===== src/rtl/pi_calc_pkg.sv =====
// Shared constants for the pi display path: digit width, default sizes and
// the converter FSM encoding (also used by the digit renderer).
package pi_calc_pkg;
    localparam int DIGIT_W      = 4;
    localparam int DEF_N_DIGITS = 10;
    localparam int DEF_BIN_W    = 32;

    localparam logic [0:0] IDLE  = 1'b0;
    localparam logic [0:0] SHIFT = 1'b1;
endpackage


===== src/rtl/dd_digit_adj.sv =====
// Double-dabble nibble correction: add 3 to any BCD digit of 5 or more so the
// following left shift carries into the next decade.
module dd_digit_adj (
    input  logic [3:0] in,
    output logic [3:0] out
);
    assign out = (in >= 4'd5) ? in + 4'd3 : in;
endmodule


===== src/rtl/pi_bcd_converter.sv =====
// Sequential double-dabble binary-to-BCD converter: one bit per cycle,
// BIN_W cycles per conversion, result held in bcd_out between conversions.
module pi_bcd_converter
    import pi_calc_pkg::*;
#(
    parameter int BIN_W    = DEF_BIN_W,
    parameter int N_DIGITS = DEF_N_DIGITS
) (
    input  logic                        clk,
    input  logic                        rst,
    input  logic                        start,
    input  logic [BIN_W-1:0]            bin_in,
    output logic                        busy,
    output logic                        done,
    output logic                        overflow,
    output logic [DIGIT_W*N_DIGITS-1:0] bcd_out
);
    localparam int ACC_W = DIGIT_W * N_DIGITS;
    localparam int CNT_W = (BIN_W > 1) ? $clog2(BIN_W) : 1;
    localparam logic [CNT_W-1:0] LAST_CNT = CNT_W'(BIN_W - 1);

    logic [0:0]       state_q, state_d;
    logic [BIN_W-1:0] shift_q, shift_d;
    logic [ACC_W-1:0] acc_q, acc_d;
    logic [CNT_W-1:0] cnt_q, cnt_d;
    logic             ovf_acc_q, ovf_acc_d;
    logic [ACC_W-1:0] bcd_q, bcd_d;
    logic             overflow_q, overflow_d;
    logic             done_q, done_d;

    logic [ACC_W-1:0] acc_adj;
    logic [ACC_W-1:0] acc_shift;
    logic             ovf_shift;

    for (genvar i = 0; i < N_DIGITS; i++) begin : g_adj
        dd_digit_adj u_adj (
            .in  (acc_q[i*DIGIT_W +: DIGIT_W]),
            .out (acc_adj[i*DIGIT_W +: DIGIT_W])
        );
    end

    // A one shifted out of the top digit is a carry worth 10**N_DIGITS.
    assign acc_shift = {acc_adj[ACC_W-2:0], shift_q[BIN_W-1]};
    assign ovf_shift = ovf_acc_q | acc_adj[ACC_W-1];

    always_comb begin
        state_d    = state_q;
        shift_d    = shift_q;
        acc_d      = acc_q;
        cnt_d      = cnt_q;
        ovf_acc_d  = ovf_acc_q;
        bcd_d      = bcd_q;
        overflow_d = overflow_q;
        done_d     = 1'b0;
        case (state_q)
            IDLE: begin
                if (start) begin
                    state_d   = SHIFT;
                    shift_d   = bin_in;
                    acc_d     = '0;
                    cnt_d     = '0;
                    ovf_acc_d = 1'b0;
                end
            end
            SHIFT: begin
                acc_d     = acc_shift;
                shift_d   = shift_q << 1;
                ovf_acc_d = ovf_shift;
                cnt_d     = cnt_q + 1'b1;
                if (cnt_q == LAST_CNT) begin
                    state_d    = IDLE;
                    bcd_d      = acc_shift;
                    overflow_d = ovf_shift;
                    done_d     = 1'b1;
                end
            end
            default: state_d = IDLE;
        endcase
    end

    always_ff @(posedge clk or posedge rst) begin
        if (rst) begin
            state_q    <= IDLE;
            shift_q    <= '0;
            acc_q      <= '0;
            cnt_q      <= '0;
            ovf_acc_q  <= 1'b0;
            bcd_q      <= '0;
            overflow_q <= 1'b0;
            done_q     <= 1'b0;
        end else begin
            state_q    <= state_d;
            shift_q    <= shift_d;
            acc_q      <= acc_d;
            cnt_q      <= cnt_d;
            ovf_acc_q  <= ovf_acc_d;
            bcd_q      <= bcd_d;
            overflow_q <= overflow_d;
            done_q     <= done_d;
        end
    end

    assign busy     = (state_q == SHIFT);
    assign done     = done_q;
    assign overflow = overflow_q;
    assign bcd_out  = bcd_q;
endmodule

===== config.mk =====
export PLATFORM = sky130hd
export DESIGN_NAME = pi_bcd_converter
export DESIGN_NICKNAME = d
export VERILOG_FILES = /design/src/rtl/pi_calc_pkg.sv /design/src/rtl/dd_digit_adj.sv /design/src/rtl/pi_bcd_converter.sv
export SDC_FILE = /design/constraint.sdc
export NUM_CORES = 1
export LEC_CHECK = 0
export ABC_CLOCK_PERIOD_IN_PS = 4200
export CELL_PAD_IN_SITES_DETAIL_PLACEMENT = 0
export CELL_PAD_IN_SITES_GLOBAL_PLACEMENT = 1
export CORE_MARGIN = 2
export CORE_UTILIZATION = 39
export DETAILED_ROUTE_END_ITERATION = 16
export MAX_ROUTING_LAYER = met4
export PLACE_DENSITY = 0.83
export SLEW_MARGIN = 10
export SYNTH_ARGS = -nofsm -noshare
export SYNTH_HDL_FRONTEND = slang
export SYNTH_SLANG_ARGS = --single-unit

===== constraint.sdc =====
create_clock -name clk -period 4.2 [get_ports clk]
set_clock_uncertainty 0.2 [all_clocks]
set_input_delay 0.63 -clock clk [delete_from_list [all_inputs] [get_ports clk]]
set_output_delay 0.63 -clock clk [all_outputs]
set_load 0.05 [all_outputs]

==> reports/summary.txt <==
status -> finished, final reports clean
CTS tree -> built
count of input and output buffers -> 77
Pleak -> 3.40 nW
final WL -> 14700 um
synthesized area -> 6590 sq um
Post-synth EDFFs -> 0
final setup fails -> 0
Slowest-stage cell, CP -> clkdlybuf4s50_1
Die W -> 134 um
DR vias -> 5362
CP top delay family -> buffers and inverters
# rows -> 47
Arr. time, crit path -> 2280 ps
Setup Buffers After CTS -> 0
Syn Nets -> 738
Final Hold Fails -> 0
Hold Path Class -> reg2reg
Cells after Synth -> 681
VDD IR max -> 407 uV
RSZ-0062 raised after global routing -> false
vias in the first global route -> 5226
hpwl dp -> 9010 um
clock sinks -> 121
Overflow after GRT -> 0
pwr/cell area -> 864 nW/um^2
global-route usage over all layers -> 17.7%
worst skew pair latency -> 420 ps
ANT cells -> 0
clk root buf -> clkbuf_16
post-route ant nets -> 0
CTS Buf Count -> 17
max-cap violations -> 0
largest net degree at the start of global routing -> 78
Unique masters post-synth -> 39
syn_area_per_cell -> 9.67 sq um
dpl ws -> 1540 ps
Crit Path Max Fanout -> 71
register area share after synthesis -> 46.0%
DRC -> 0
hold buffers post-CTS -> 0
worst-case clock buffer depth -> 2
P&R area growth vs syn -> 21.3%
Final Power -> 6.90 mW
Total Nets Final -> 782
Max Freq -> 322 MHz
H-Tree Depth -> 4
critical path type -> reg2out
fill count -> 1498
drt wl/cell -> 15.3 um
Die Ht -> 134 um
Yosys Warn Count -> 0
Reg clk slew, reported paths -> 50 ps
flops & latches, synth -> 121
first-pass GRT wire length -> 25100 um
relative slew slack -> 39.4%
share of cells above drive strength 1 -> 6.78%
die area -> 17900 sq um
initial drt markers -> 378
# IOs -> 78
final slew viol count -> 0
final worst path period share -> 74.0%
Tmin final -> 3110 ps
worst slew pin tran -> 907 ps
initial antenna violation count -> 0
share of synthesized registers carrying an async set or reset -> 100%
critical path required time -> 3370 ps
Fin Setup TNS -> 0 ps
critical path endpoint category -> output port
Critical Path Source Type -> flip-flop
Core ar. -> 16500 sq um
vias per inst -> 5.60
final worst slack -> 1090 ps
dominant register cell in the synthesized netlist -> dfrtp_1
crit-path cells -> clkdlybuf4s50_1
Worst path max stage delay -> 940 ps
Final Wtd Congestion -> 0.781
Post-CTS Resized -> 0
Initial Utilization -> 39.9%
drt pass-1 iters -> 5
crit path buf inv count -> 1
-- final timing paths --
kind,start,endpoint,slack [ps],depth (start not counted)
worst max-delay path,busy,busy,1090,1
worst min-delay path,bcd_out[24],bcd_out[24],270,2
worst max register to register,busy,bcd_out[5],1640,4
worst min register to register,bcd_out[24],bcd_out[24],270,2
max in group asynchronous,rst,bcd_out[25],2510,3
min in group asynchronous,rst,shift_q[20],470,2
-- cells in the final DEF, fill, tap and decap left out, drive strengths merged, types with 11 or more instances in the layout --
cell / Yosys / final
clkdlybuf4s50: 0 / 76
a21oi: 20 / 20
mux2i: 42 / 42
nor2: 14 / 14
inv: 29 / 29
a2111o: 20 / 20
dfrtp: 121 / 121
nand2: 89 / 89
o21ai: 55 / 55
nand3: 35 / 35
nor3b: 18 / 18
ha: 22 / 22
clkbuf: 19 / 23
nor2b: 21 / 21
nand2b: 11 / 11
-- registers in the layout, indices dropped and copies added, names as in the netlist --
name and count:
busy 1, shift_q 32, overflow 1, bcd_out 40, ovf_acc_q 1, done 1
cnt_q 5, acc_q 40
-- cells by family after synthesis --
logic type                 count (synthesis)  synth area share, %
AOI/OAI and AO/OA                        173                 19.3
adders and majority gates                 22                 4.18
buffers and inverters                     86                 5.89
DFF                                      121                 46.0
muxes                                     42                 6.38
and+or+nand+nor                          237                 18.3
-- synth_stat cells (6+ instances only) --
| cell type | n | area, sq um |
|---|---|---|
| nand4_1 | 10 | 62.6 |
| a2bb2oi_1 | 10 | 87.6 |
| clkbuf_1 | 19 | 71.3 |
| a2111o_1 | 20 | 225 |
| or4_1 | 9 | 67.6 |
| nor3_1 | 9 | 45.0 |
| o22ai_1 | 6 | 37.5 |
| ha_1 | 22 | 275 |
| a32o_1 | 10 | 100 |
| o311ai_0 | 9 | 78.8 |
| nand3_1 | 35 | 175 |
| dfrtp_1 | 121 | 3030 |
| a211o_1 | 10 | 87.6 |
| nand2b_1 | 11 | 68.8 |
| nand2_1 | 89 | 334 |
| o21ai_0 | 55 | 275 |
| buf_2 | 28 | 140 |
| nor2b_1 | 21 | 131 |
| inv_1 | 27 | 101 |
| a31oi_1 | 7 | 43.8 |
| a311o_1 | 9 | 90.1 |
| and2_1 | 10 | 62.6 |
| mux2i_1 | 42 | 420 |
| nor3b_1 | 18 | 135 |
| nor4_1 | 9 | 56.3 |
| a21oi_1 | 20 | 100 |
| buf_4 | 8 | 60.1 |
| a31o_2 | 10 | 87.6 |
| nor2_1 | 14 | 52.6 |
-- area by class of cell --
class,count,area [sq um],area share [%]
tap,220,275,3.45
timing repair buffer,82,816,10.2
sequential,121,3030,37.9
multi-input combinational,474,3170,39.7
inverter,29,111,1.39
clock inverter,9,95.1,1.19
clock buffer,23,488,6.11
-- where the power goes --
group	internal, mW	switching, mW	total [mW]
sequential	1.69	0.613	2.30
clock	0.927	0.507	1.43
combinational	1.31	1.86	3.16
-- stage by stage --
stage               utilization (%)  hold WS [ps]  std cells  cell area [sq um]
detailed placement             44.8           267        926               7410
floorplan                         -           243        681               6590
CTS                            48.3           279        958               7990
global placement               44.8           252        926               7410
global route                   48.3           295        958               7990
finish                         48.3           272        958               7990
-- worst register-to-register path, stage by stage, from the launching register on --
cell and delay [ps]:
dfrtp_4 900, nand2_1 180, inv_2 700, mux2i_1 270, o311ai_0 150
-- layer usage --
layer	part of all wire, %	GRT usage, %
met5	0	-
met1	46	21.8
met3	6.3	5.25
met4	1.8	6.86
met2	46	27.6
No activity file was read; power rests on OpenSTA's default activity.
